<file path="src/rtl/cache_controller_if.sv">
// ----------------------------------------------------------------------------
// cache_controller_if : CPU load port, cache port and memory port bundle
// Rev 1.0 : initial release
// ----------------------------------------------------------------------------
`default_nettype none

interface cache_controller_if;
  logic         cpu_rd;
  logic [14:0]  cpu_addr;
  logic [31:0]  cpu_data;
  logic         cpu_ready;
  logic [14:0]  cache_address;
  logic         cache_wrEn;
  logic [127:0] cache_inData;
  logic [31:0]  cache_outData;
  logic         cache_hit;
  logic         mem_rd;
  logic [14:0]  mem_addr;
  logic [31:0]  mem_data;
  logic         mem_ready;

  // environment view: CPU, cache array and memory models
  modport master (
    output cpu_rd, cpu_addr, cache_outData, cache_hit, mem_data, mem_ready,
    input  cpu_data, cpu_ready, cache_address, cache_wrEn, cache_inData,
           mem_rd, mem_addr
  );

  // controller view
  modport slave (
    input  cpu_rd, cpu_addr, cache_outData, cache_hit, mem_data, mem_ready,
    output cpu_data, cpu_ready, cache_address, cache_wrEn, cache_inData,
           mem_rd, mem_addr
  );
endinterface

`default_nettype wire

</file>
<file path="src/rtl/cache_controller.sv">
// ----------------------------------------------------------------------------
// cache_controller : read sequencer for a direct-mapped cache with line refill
// Rev 1.0 : initial release
// ----------------------------------------------------------------------------
`default_nettype none

module cache_controller #(
  parameter int COUNT_W = 16
) (
  input  wire logic               clk,
  input  wire logic               rst,
  cache_controller_if.slave       bus,
  output logic [COUNT_W-1:0]      hit_count,
  output logic [COUNT_W-1:0]      miss_count
);

  typedef enum logic [2:0] {
    S_IDLE   = 3'd0,
    S_LOOKUP = 3'd1,
    S_FILL   = 3'd2,
    S_WRITE  = 3'd3,
    S_DONE   = 3'd4
  } state_t;

  localparam logic [COUNT_W-1:0] c_count_one = {{(COUNT_W-1){1'b0}}, 1'b1};

  state_t        r_state;
  state_t        w_next;
  logic [14:0]   r_req_addr;
  logic [1:0]    r_cnt;
  logic [127:0]  r_buffer;
  logic [31:0]   r_cpu_data;
  logic [COUNT_W-1:0] r_hit_count;
  logic [COUNT_W-1:0] r_miss_count;
  logic [31:0]   w_sel_word;
  logic          w_cpu_ready;
  logic          w_wr_en;
  logic          w_mem_rd;

  always_ff @(posedge clk) begin
    if (rst) r_state <= S_IDLE;
    else     r_state <= w_next;
  end

  always_comb begin
    w_next      = r_state;
    w_cpu_ready = 1'b0;
    w_wr_en     = 1'b0;
    w_mem_rd    = 1'b0;
    case (r_state)
      S_IDLE:   if (bus.cpu_rd) w_next = S_LOOKUP;
      S_LOOKUP: w_next = bus.cache_hit ? S_DONE : S_FILL;
      S_FILL: begin
        w_mem_rd = 1'b1;
        if (bus.mem_ready && (r_cnt == 2'd3)) w_next = S_WRITE;
      end
      S_WRITE: begin
        w_wr_en = 1'b1;
        w_next  = S_DONE;
      end
      S_DONE: begin
        w_cpu_ready = 1'b1;
        w_next      = S_IDLE;
      end
      default:  w_next = S_IDLE;
    endcase
  end

  // word 0 of the line sits in the most significant slot
  always_comb begin
    case (r_req_addr[1:0])
      2'd0:    w_sel_word = r_buffer[127:96];
      2'd1:    w_sel_word = r_buffer[95:64];
      2'd2:    w_sel_word = r_buffer[63:32];
      default: w_sel_word = r_buffer[31:0];
    endcase
  end

  always_ff @(posedge clk) begin
    if (rst) begin
      r_req_addr   <= '0;
      r_cnt        <= '0;
      r_buffer     <= '0;
      r_cpu_data   <= '0;
      r_hit_count  <= '0;
      r_miss_count <= '0;
    end else begin
      case (r_state)
        S_IDLE: if (bus.cpu_rd) r_req_addr <= bus.cpu_addr;
        S_LOOKUP: begin
          if (bus.cache_hit) begin
            r_cpu_data <= bus.cache_outData;
            if (r_hit_count != '1) r_hit_count <= r_hit_count + c_count_one;
          end else begin
            r_cnt <= 2'd0;
            if (r_miss_count != '1) r_miss_count <= r_miss_count + c_count_one;
          end
        end
        S_FILL: begin
          if (bus.mem_ready) begin
            case (r_cnt)
              2'd0:    r_buffer[127:96] <= bus.mem_data;
              2'd1:    r_buffer[95:64]  <= bus.mem_data;
              2'd2:    r_buffer[63:32]  <= bus.mem_data;
              default: r_buffer[31:0]   <= bus.mem_data;
            endcase
            r_cnt <= r_cnt + 2'd1;
          end
        end
        S_WRITE: r_cpu_data <= w_sel_word;
        default: ;
      endcase
    end
  end

  assign bus.cpu_data      = r_cpu_data;
  assign bus.cpu_ready     = w_cpu_ready;
  assign bus.cache_address = r_req_addr;
  assign bus.cache_wrEn    = w_wr_en;
  assign bus.cache_inData  = r_buffer;
  assign bus.mem_rd        = w_mem_rd;
  assign bus.mem_addr      = {r_req_addr[14:2], r_cnt};
  assign hit_count         = r_hit_count;
  assign miss_count        = r_miss_count;

endmodule

`default_nettype wire

</file>
<file path="src/flat_wrapper.sv">
// flat-port wrapper written by rule: the top's interface ports become plain ports
module cache_controller_flat 
#(
  parameter int COUNT_W = 16
)
  (clk, rst, hit_count, miss_count, bus_cpu_rd, bus_cpu_addr, bus_cache_outData, bus_cache_hit, bus_mem_data, bus_mem_ready, bus_cpu_data, bus_cpu_ready, bus_cache_address, bus_cache_wrEn, bus_cache_inData, bus_mem_rd, bus_mem_addr);
  cache_controller_if bus_i ();
  input  wire logic clk;
  input  wire logic rst;
  output logic [COUNT_W-1:0] hit_count;
  output logic [COUNT_W-1:0] miss_count;
  input wire logic [$bits(bus_i.cpu_rd)-1:0] bus_cpu_rd;
  input wire logic [$bits(bus_i.cpu_addr)-1:0] bus_cpu_addr;
  input wire logic [$bits(bus_i.cache_outData)-1:0] bus_cache_outData;
  input wire logic [$bits(bus_i.cache_hit)-1:0] bus_cache_hit;
  input wire logic [$bits(bus_i.mem_data)-1:0] bus_mem_data;
  input wire logic [$bits(bus_i.mem_ready)-1:0] bus_mem_ready;
  output wire logic [$bits(bus_i.cpu_data)-1:0] bus_cpu_data;
  output wire logic [$bits(bus_i.cpu_ready)-1:0] bus_cpu_ready;
  output wire logic [$bits(bus_i.cache_address)-1:0] bus_cache_address;
  output wire logic [$bits(bus_i.cache_wrEn)-1:0] bus_cache_wrEn;
  output wire logic [$bits(bus_i.cache_inData)-1:0] bus_cache_inData;
  output wire logic [$bits(bus_i.mem_rd)-1:0] bus_mem_rd;
  output wire logic [$bits(bus_i.mem_addr)-1:0] bus_mem_addr;
  assign bus_i.cpu_rd = bus_cpu_rd;
  assign bus_i.cpu_addr = bus_cpu_addr;
  assign bus_i.cache_outData = bus_cache_outData;
  assign bus_i.cache_hit = bus_cache_hit;
  assign bus_i.mem_data = bus_mem_data;
  assign bus_i.mem_ready = bus_mem_ready;
  assign bus_cpu_data = bus_i.cpu_data;
  assign bus_cpu_ready = bus_i.cpu_ready;
  assign bus_cache_address = bus_i.cache_address;
  assign bus_cache_wrEn = bus_i.cache_wrEn;
  assign bus_cache_inData = bus_i.cache_inData;
  assign bus_mem_rd = bus_i.mem_rd;
  assign bus_mem_addr = bus_i.mem_addr;
  cache_controller #(.COUNT_W(COUNT_W)) u_core (.clk(clk), .rst(rst), .bus(bus_i), .hit_count(hit_count), .miss_count(miss_count));
endmodule
</file>
<file path="config.mk">
export PLATFORM = sky130hd
export DESIGN_NAME = cache_controller_flat
export DESIGN_NICKNAME = d
export VERILOG_FILES = /design/src/rtl/cache_controller_if.sv /design/src/rtl/cache_controller.sv /design/src/flat_wrapper.sv
export SDC_FILE = /design/constraint.sdc
export NUM_CORES = 1
export LEC_CHECK = 0
export ABC_AREA = 0
export CAP_MARGIN = 25
export CORE_MARGIN = 3
export CORE_UTILIZATION = 46
export CTS_CLUSTER_SIZE = 28
export DETAILED_ROUTE_END_ITERATION = 7
export MAX_ROUTING_LAYER = met4
export PLACE_DENSITY = 0.92
export SYNTH_ARGS = -nofsm -noshare
export SYNTH_HDL_FRONTEND = slang
export SYNTH_SLANG_ARGS = --single-unit
</file>
<file path="constraint.sdc">
create_clock -name clk -period 2.3 [get_ports clk]
set_input_delay 0.69 -clock clk [delete_from_list [all_inputs] [get_ports clk]]
set_output_delay 0.69 -clock clk [all_outputs]
set_load 0.02 [all_outputs]
</file>
Yosys cells after proc, flatten, opt, wreduce, memory -nomap -nowiden
Index checks and enable logic that the tools add are counted.
{"block": "word_totals", "reg_bits": 212, "in_bits": 84, "out_inout_bits": 225, "elab_cells": 61}
{"block": "classes", "n_addsub": 3, "n_eq_ne": 16, "muxes": 13, "n_bitwise": 2, "reduce_logical": 17}
{"cell": "one-hot mux 32 bit (3 select lines)", "n": 1}
{"cell": "one-hot mux 32 bit (2 select lines)", "n": 1}
{"cell": "adder 16 x 1 -> 16 bit (second input constant)", "n": 2}
{"cell": "two-way mux 32 bit", "n": 1}
{"cell": "!= test 16 bit (second input constant)", "n": 2}
{"cell": "AND reduction 3 bit", "n": 7}
{"cell": "one-hot mux 3 bit (4 select lines)", "n": 1}
{"cell": "two-way mux 3 bit", "n": 3}
{"cell": "!= test 2 bit (second input constant)", "n": 4}
{"cell": "== test 2 bit (second input constant)", "n": 3}
{"cell": "== test 3 x 2 -> 1 bit (second input constant)", "n": 2}
{"cell": "AND reduction 2 bit", "n": 3}
{"cell": "== test 2 x 1 -> 1 bit (second input constant)", "n": 2}
{"cell": "logical NOT 2 bit", "n": 2}
{"cell": "two-way mux 2 bit", "n": 2}
{"cell": "one-hot mux 2 bit (2 select lines)", "n": 1}
{"cell": "nonzero test 2 bit", "n": 2}
{"cell": "== test 3 x 1 -> 1 bit (second input constant)", "n": 1}
{"cell": "== test 3 bit (second input constant)", "n": 1}
{"cell": "logical NOT 3 bit", "n": 1}
{"cell": "two-way mux 1 bit", "n": 3}
{"cell": "OR reduction 3 bit", "n": 1}
{"cell": "adder 2 x 1 -> 2 bit (second input constant)", "n": 1}
{"cell": "!= test 2 x 1 -> 1 bit (second input constant)", "n": 1}
{"cell": "2 further kinds", "n": 3}

Longest topological paths before layout
Gate-level depths: netlist of the first run.
{"block": "logic_depth", "depth_word": 4, "mapped_depth": 8, "depth_no_buf": 5}

Worst setup path after synthesis of the first run
OpenSTA, ideal clock, no wires.
{"block": "synth_path", "kind": "register to register", "start": "register u_core.r_hit_count[0], in the netlist u_core.hit_count[0]", "end": "register u_core.r_hit_count[1], in the netlist u_core.hit_count[1]", "setup_ps": 132, "arrival_time_ps": 1914, "required_ps": 2168, "slack_ps": 253, "stages_incl_launch_ff": 8, "n_path_buf": 2, "synth_period_minus_slack_ps": 2047, "path_cell_list": "dfxtp_1 ha_1 nand3_1 nor4_2 buf_2 buf_2 nand3b_1 a21oi_1"}
{"block": "synth_between", "elab_chain_len": 2, "elab_cells_between_ends": 3, "cone_classes": "add/sub (1); eq/ne (1); reduce/logical (1)"}
{"element": "from (decl)", "line_no": "cache_controller.sv:33", "rtl": "logic [COUNT_W-1:0] r_hit_count;"}
{"element": "from (signal assigned)", "line_no": "cache_controller.sv:93", "rtl": "if (r_hit_count != '1) r_hit_count <= r_hit_count + c_count_one;"}
{"element": "parallel branches: the longest is 2 deep, another holds adder 16 x 1 -> 16 bit"}
Parallel ways; which one is timed is not known.
A chain may end at the register's enable or synchronous reset.

Final worst setup path of the first run
{"block": "layout_path", "start": "register u_core.r_state[2]", "end": "output bus_cpu_ready"}
{"block": "layout_between", "elab_chain_len": 2}
{"element": "from (decl)", "line_no": "cache_controller.sv:27", "rtl": "state_t r_state;"}
{"element": "from (signal assigned)", "line_no": "cache_controller.sv:42", "rtl": "else r_state <= w_next;"}
{"element": "== test 3 bit", "line_no": "cache_controller.sv:50", "rtl": "case (r_state)"}
{"element": "two-way mux 1 bit", "line_no": "cache_controller.sv:50"}
{"element": "to (decl)", "line_no": "flat_wrapper.sv:19", "rtl": "output wire logic [$bits(bus_i.cpu_ready)-1:0] bus_cpu_ready;"}
No other way between the ends.

==> impl_results.rst, run 1 <==
.. list-table::
   :header-rows: 1

   * - Metric
     - Value
   * - Status
     - finished clean
   * - Final hold violation count
     - 0
   * - Startpoint type of the worst setup path
     - flip-flop
   * - Element type at the critical path end
     - output pin
   * - Setup_tns
     - 0 ns
   * - Via count of the first global-routing pass
     - 9257
   * - GRT Resource Usage Total
     - 29.38%
   * - IO Pins
     - 309
   * - Mapped Area
     - 9115 um2
   * - Post-route clock skew
     - 0.02508 ns
   * - Post-CTS setup buffer count
     - 0
   * - Upper clock frequency limit
     - 439.7 MHz
   * - Number of nets produced by synthesis
     - 1183
   * - Layout cells sized above 1
     - 10.75%
   * - Data required time of the critical path
     - 1.61 ns
   * - Total Power
     - 8.216 mW
   * - Slew HR
     - 48.38%
   * - Synth Instances
     - 1093
   * - Sequential standard cell area
     - 4250 um2
   * - Final cell area excluding filler cells
     - 13450 um2
   * - Antenna violations before repair
     - 1
   * - Clock transition at the registers of the reported paths
     - 0.06 ns
   * - 1st-pass router iterations
     - 7
   * - Area of the multi-input gates
     - 4429 um2
   * - Number of buffers between clock root and the deepest sink
     - 3
   * - Clock sink total
     - 212
   * - Pin count of the biggest net entering global routing
     - 73
   * - Global-route wire length before repair
     - 50.04 mm
   * - Max H-tree Level
     - 1
   * - Fraction of the yosys area taken by sequential cells
     - 46.56%
   * - Post-synthesis sequential element count
     - 212
   * - Number of library cell types mapped by synthesis
     - 40
   * - Setup Viol. Count Final
     - 0
   * - Total length of routed wires
     - 32.59 mm
   * - Area growth from synthesis to final layout
     - 47.56%
   * - Vias
     - 9400
   * - Area share of the leading cell type in the synthesized netlist
     - 46.56%
   * - Port buffer count
     - 308
   * - Clock root buffer
     - clkbuf_16
   * - TritonCTS Buffers
     - 23
   * - Number of design rule violations left after detail routing
     - 0
   * - Number of hold buffers added after cts
     - 0
   * - Routed length per placed instance
     - 19.68 um
   * - Worst Tran Pin Value
     - 0.7742 ns
   * - Peak VDD IR
     - 0.6168 mV
   * - Crit share post-route
     - 98.88%
   * - Skew-Pair Late Insertion Delay
     - 0.52 ns
   * - ANT nets after route
     - 0
   * - Final critical-path required period
     - 2.274 ns
   * - Vertical die dimension
     - 146.8 um
   * - Detailed Place HPWL
     - 21.91 mm
   * - Aggregate global routing overflow
     - 0
   * - Net count, final
     - 1468
   * - Starting density of the core
     - 47.77%
   * - EDFF count, synth
     - 0
   * - Violation count after the first detailed-routing iteration
     - 646
   * - Max-capacitance violation count
     - 0
   * - Pleak
     - 4.826 nW
   * - Average via count per standard cell
     - 5.676
   * - CTS tree
     - done
   * - Arrival time worst endpoint
     - 1.58 ns
   * - PwrDens
     - 610.8 nW/um2
   * - Final max-slew violation count
     - 0
   * - Die X-Extent
     - 146.8 um
   * - Number of warnings printed during yosys synthesis
     - 0
   * - Fill cell count
     - 1377
   * - Core Rows
     - 50
   * - Largest fanout of any net on the critical path
     - 8
   * - Average footprint of a synthesized cell
     - 8.339 um2
   * - Core Region
     - 19080 um2
   * - Full die area
     - 21540 um2
   * - Top cells by area, synth
     - dfxtp_1, nand2_1, a21oi_1, mux4_2, a311oi_1
   * - RD Place Congestion
     - 0.8924
   * - Path type of the worst min-delay path
     - flip-flop to flip-flop
   * - Start-to-end type of the worst setup path
     - flip-flop to output pin
   * - Predominant post-synthesis flop cell
     - dfxtp_1
   * - Cell Area, Placed
     - 12670 um2
   * - Async set-reset flop share out of synthesis
     - 0%
   * - Cell taking the most area after synthesis
     - dfxtp_1
==> layer usage <==
layer  global-route usage [%]  wire (um)
met4                    13.08       1534
met2                    47.18      15680
met5                        -          0
met3                    5.861       2976
met1                    35.99      12400
==> power by group <==
| part | switching, mW | internal (mW) | total (mW) |
|---|---|---|---|
| clock network | 1.54 | 2.12 | 3.66 |
| logic | 0.395 | 0.373 | 0.768 |
| registers | 0.0536 | 3.73 | 3.78 |
| total | 1.99 | 6.23 | 8.22 |
==> Yosys cell counts, types with 9 or more instances <==
library cell	n
nand2_1	365
dfxtp_1	212
a21oi_1	175
clkbuf_1	65
nor2_1	42
a311oi_1	32
mux4_2	32
buf_2	14
nand3_1	14
buf_4	13
o31ai_1	13
or4_1	13
nand4_1	10
mux2_2	9
nor2b_1	9
or3_1	9
==> sequential cells by signal (all words and copies together) (netlist names) <==
name and count:
u_core.hit_count 16, u_core.miss_count 16, u_core.r_state 3, u_core.bus.cache_address 15
u_core.bus.cpu_data 32, u_core.bus.cache_inData 128, u_core.r_cnt 2
==> worst paths after layout <==
kind,endpoint,cells past startpoint,slack (ns),start
hold reg to reg,u_core.bus.cache_inData[16],2,0.46,u_core.bus.cache_inData[16]
setup / recovery,bus_cpu_ready,2,0.03,u_core.r_state[2]
setup reg to reg,u_core.miss_count[0],5,0.19,u_core.miss_count[0]
hold / removal,u_core.bus.cache_inData[16],2,0.46,u_core.bus.cache_inData[16]
==> metrics by stage <==
stage | setup WS, ns | utilization [%] | hold WS, ns | std cells
floorplan | 0.2534 | - | 0.5428 | 1093
global placement | -0.3607 | 66.41 | 0.4526 | 1613
detailed placement | -0.3815 | 66.41 | 0.4606 | 1613
CTS | 0.0003780 | 70.28 | 0.4687 | 1655
global route | -0.009260 | 70.49 | 0.4876 | 1656
finish | 0.02574 | 70.49 | 0.4640 | 1656
==> cells by family (layout without fill, tap and decap cells) <==
kind of cell	count (synthesis)	count (layout)	share of synthesized area, %
compound gates	230	230	14.36
fa+ha+maj	6	6	0.8236
buf+inv	104	406	5.093
flops	212	212	46.56
mux	42	42	9.128
other cells	0	1	0
simple gates	499	499	24.04
==> critical path: stages, from the launching register on <==
cell and delay, ns:
dfxtp_2 0.43, nor3b_1 0.24, dlygate4sd2_1 0.42
==> timing repair <==
item / in CTS / in global routing
pin swaps: 0 / 0
gates cloned: 0 / 0
setup endpoints to repair: 13 / 18
resized for setup: 15 / 20
==> cells in the final DEF, fill, tap and decap left out, types with 3 or more instances in the layout <==
| master | count |
|---|---|
| a21oi_1 | 175 |
| a311oi_1 | 32 |
| and2_2 | 4 |
| and3_1 | 3 |
| and4_1 | 5 |
| buf_12 | 15 |
| buf_4 | 35 |
| clkbuf_16 | 23 |
| clkbuf_8 | 5 |
| clkdlybuf4s50_1 | 278 |
| clkinv_2 | 6 |
| dfxtp_1 | 207 |
| dfxtp_2 | 5 |
| dlygate4sd2_1 | 12 |
| dlymetal6s2s_1 | 16 |
| ha_1 | 6 |
| inv_1 | 6 |
| mux2_2 | 9 |
| mux4_2 | 32 |
| nand2_1 | 364 |
| nand3_1 | 14 |
| nand4_1 | 10 |
| nor2_1 | 42 |
| nor2b_1 | 9 |
| nor3_1 | 6 |
| nor4_1 | 4 |
| o21ai_0 | 8 |
| o31ai_1 | 13 |
| or3_1 | 9 |
| or4_1 | 13 |
==> final cells by class <==
type	count	area share (%)
inverters	6	0.1674
flip-flops and latches	212	31.60
diodes	1	0.01860
multi-input cells	777	32.93
clock inverters	12	0.7535
clock buffers	30	4.847
well taps	260	2.419
repair buffers	358	27.27
Power figures use the tool's default switching activity.
==> inputs of run 2 (changes only) <==
Settings changed: CTS_BUF_LIST from default to sky130_fd_sc_hd__clkbuf_16, GPL_TIMING_DRIVEN from default to 0.
==> run 2 against run 1 <==
  * Via count increased by 3.3%
  * Clock skew decreased by 0.017 ns
  * Count of clock-buffer cells in the layout decreased by 7
  * Critical path depth unchanged
  * Worst hold slack improved by 0.0030 ns
  * Utilization decreased by 0.50 points
  * Final cell count increased by 3.0%
  * Critical path type unchanged
  * Critical endpoint is now bus_mem_addr[14]
  * Largest cell class unchanged
  * Largest power group unchanged
==> impl_results.rst, run 2 (same netlist as run 1, synthesis figures left out) <==
.. list-table::
   :header-rows: 1

   * - Metric
     - Value
   * - Path type of the worst min-delay path
     - flip-flop to flip-flop
   * - Worst Setup Slack post-DPL
     - -0.8696 ns (-0.4881 ns)
   * - Net count, final
     - 1521 (+3.6%)
   * - IO Pins
     - 309 (unchanged)
   * - Average via count per standard cell
     - 5.692 (+0.28%)
   * - Core Region
     - 19080 um2 (unchanged)
   * - Aggregate global routing overflow
     - 0 (unchanged)
   * - Cell internal power dissipation
     - 6.019 mW (-3.3%)
   * - Min setup slack post-route
     - 0.02083 ns (-0.004909 ns)
   * - Element type at the critical path end
     - output pin
   * - ANT nets after route
     - 0 (unchanged)
   * - Data required time of the critical path
     - 1.61 ns (about the same)
   * - Skew-Pair Late Insertion Delay
     - 0.51 ns (about the same)
   * - Number of design rule violations left after detail routing
     - 0 (unchanged)
   * - CTS tree
     - done
   * - Fraction of power consumed by the clock network
     - 42.6% (-2.0 points)
   * - Start-to-end type of the worst setup path
     - flip-flop to output pin
   * - PwrDens
     - 598.1 nW/um2 (-2.1%)
   * - Status
     - finished clean
   * - Number of hold buffers added after cts
     - 0 (unchanged)
   * - GRT Resource Usage Total
     - 31.71% (+2.3 points)
   * - Layout cells sized above 1
     - 10.03% (-0.73 points)
   * - Reg-to-reg endpoint
     - u_core.bus.cpu_data[5]
   * - Setup Viol. Count Final
     - 0 (unchanged)
   * - TritonCTS Buffers
     - 23 (unchanged)
   * - Final max-slew violation count
     - 0 (unchanged)
   * - Full die area
     - 21540 um2 (unchanged)
   * - Violation count after the first detailed-routing iteration
     - 728 (+13%)
   * - Total Power
     - 7.988 mW (-2.8%)
   * - Slew HR
     - 43.04% (-5.3 points)
   * - Number of cells on the worst hold path
     - 2 (unchanged)
   * - Fraction of power consumed by sequential logic
     - 47.3% (+1.2 points)
   * - Die X-Extent
     - 146.8 um (unchanged)
   * - Unrepaired setup endpoints after global routing
     - false
   * - RD Place Congestion
     - 0.9123 (+2.2%)
   * - Number of antenna diodes
     - 0 (-1)
   * - Clock root buffer
     - clkbuf_16
   * - Final critical-path required period
     - 2.279 ns (+0.004909 ns)
   * - Detailed Place HPWL
     - 25.31 mm (+16%)
   * - Max H-tree Level
     - 1 (unchanged)
   * - Via count of the first global-routing pass
     - 9660 (+4.4%)
   * - Upper clock frequency limit
     - 438.8 MHz (-0.22%)
   * - Port buffer count
     - 308 (unchanged)
   * - Vias
     - 9711 (+3.3%)
   * - Origin of the worst min-delay path
     - u_core.bus.cache_inData[26]
   * - Routed length per placed instance
     - 20.48 um (+4.1%)
   * - Comb power frac
     - 10.1% (+0.8 points)
   * - Worst reg-to-reg path cell count
     - 5 (unchanged)
   * - Cell Area, Placed
     - 12520 um2 (-1.2%)
   * - Vertical die dimension
     - 146.8 um (unchanged)
   * - Final hold violation count
     - 0 (unchanged)
   * - Leading cell type in the layout, fill and taps excluded
     - nand2_1
   * - Pleak
     - 5.012 nW (+3.9%)
   * - Max-capacitance violation count
     - 0 (unchanged)
   * - Crit Reg-Reg Startpoint
     - u_core.bus.cache_address[1]
   * - Final cell area excluding filler cells
     - 13350 um2 (-0.72%)
   * - Startpoint type of the worst setup path
     - flip-flop
   * - Peak VDD IR
     - 0.5506 mV (-11%)
   * - Global-route wire length before repair
     - 53.45 mm (+6.8%)
   * - Pin count of the biggest net entering global routing
     - 13 (-82%)
   * - Fill cell count
     - 1428 (+3.7%)
   * - Post-layout utilization of the core
     - 69.99% (-0.50 points)
   * - Clock transition at the registers of the reported paths
     - 0.06 ns (about the same)
   * - Number of buffers between clock root and the deepest sink
     - 3 (unchanged)
   * - Antenna violations before repair
     - 0 (-1)
   * - 1st-pass router iterations
     - 6 (-1)
   * - Total length of routed wires
     - 34.94 mm (+7.2%)
   * - Post-route clock skew
     - 0.007858 ns (-0.01722 ns)
   * - Clock sink total
     - 212 (unchanged)
   * - Most frequent cells in the layout
     - nand2_1, clkdlybuf4s50_1, dfxtp_1
   * - Register-to-register setup slack
     - 0.17 ns (-0.02 ns)
   * - Crit share post-route
     - 99.09% (+0.21 points)
   * - Area growth from synthesis to final layout
     - 46.51%
   * - Flip-flop count of the largest register after layout
     - 128 (unchanged)
   * - Sw power
     - 1.969 mW (-1.1%)
   * - Worst Tran Pin Value
     - 0.8465 ns (+0.07229 ns)
   * - Arrival time worst endpoint
     - 1.59 ns (about the same)
   * - Starting density of the core
     - 47.77% (unchanged)
   * - Net switching fraction of the power
     - 24.64% (+0.42 points)
   * - WHS Endpoint
     - u_core.bus.cache_inData[26]
   * - Core Rows
     - 50 (unchanged)
   * - Largest fanout of any net on the critical path
     - 3 (-5)
## run 2: cell types whose count changed in the layout (fill, tap and decap cells not counted), moves of 10 or more
cell	delta
buf_12	-15
buf_4	-11
clkdlybuf4s50_1	-10
buf_2	+11
clkbuf_1	+33
clkbuf_2	+26
## run 2: worst max-delay path by stage
stage | start | endpoint | slack, ns
floorplan | u_core.hit_count[0] | u_core.hit_count[1] | 0.25
global placement | rst | u_core.bus.cache_inData[69] | -0.90
detailed placement | rst | u_core.bus.cache_inData[69] | -0.87
CTS | u_core.r_state[2] | bus_cache_wrEn | -0.04
global route | u_core.bus.cache_address[9] | bus_mem_addr[9] | 0.002
finish | u_core.bus.cache_address[14] | bus_mem_addr[14] | 0.02
## run 2: stage by stage
step / setup TNS (ns) / cells / hold WS, ns
after floorplan: 0 / 1093 / 0.5428
final: 0 / 1706 / 0.4670
after global routing: 0 / 1706 / 0.4879
after detailed placement: -138.48 / 1661 / 0.4601
after global placement: -131.93 / 1661 / 0.4530
after CTS: -0.03911 / 1705 / 0.4676
## run 2: repair_timing
action,4_1_cts,5_1_grt
pin swaps,3,1
gates resized for setup,45,52
setup endpoints to repair,208,116
buffers inserted,5,4
## run 2: layout make-up
| type | instances | area [um2] | area share [%] |
|---|---|---|---|
| Multi-Input combinational cell | 777 | 4422 | 33.11 |
| Sequential cell | 212 | 4247 | 31.80 |
| Timing Repair Buffer | 317 | 3182 | 23.83 |
| Clock buffer | 23 | 575.6 | 4.310 |
| Buffer | 94 | 481.7 | 3.607 |
| Tap cell | 260 | 325.3 | 2.436 |
| Clock inverter | 17 | 98.84 | 0.7402 |
| Inverter | 6 | 22.52 | 0.1686 |
## run 2: per-layer routing
metal / vias to the layer above / share of wire (%) / global-route usage [%]
li1: 4434 / - / -
met1: 4645 / 39 / 39.08
met2: 516 / 48 / 51.67
met3: 116 / 8.1 / 5.891
met4: 0 / 4.5 / 12.70
met5: - / 0 / -
## run 2: power groups by stage
stage                     combinational [mW]  sequential, mW  clock, mW
final                                  0.808            3.78       3.40
after global routing                   0.854            3.78       3.56
after CTS                              0.804            3.78       3.41
after detailed placement               0.796            3.86          0
after global placement                 0.780            3.85          0
after floorplan                        0.298            3.91          0
## run 2: critical path: stages, from the launching register on
cell             delay (ns)
dfxtp_1                0.37
buf_4                  0.12
clkdlybuf4s50_1        0.59
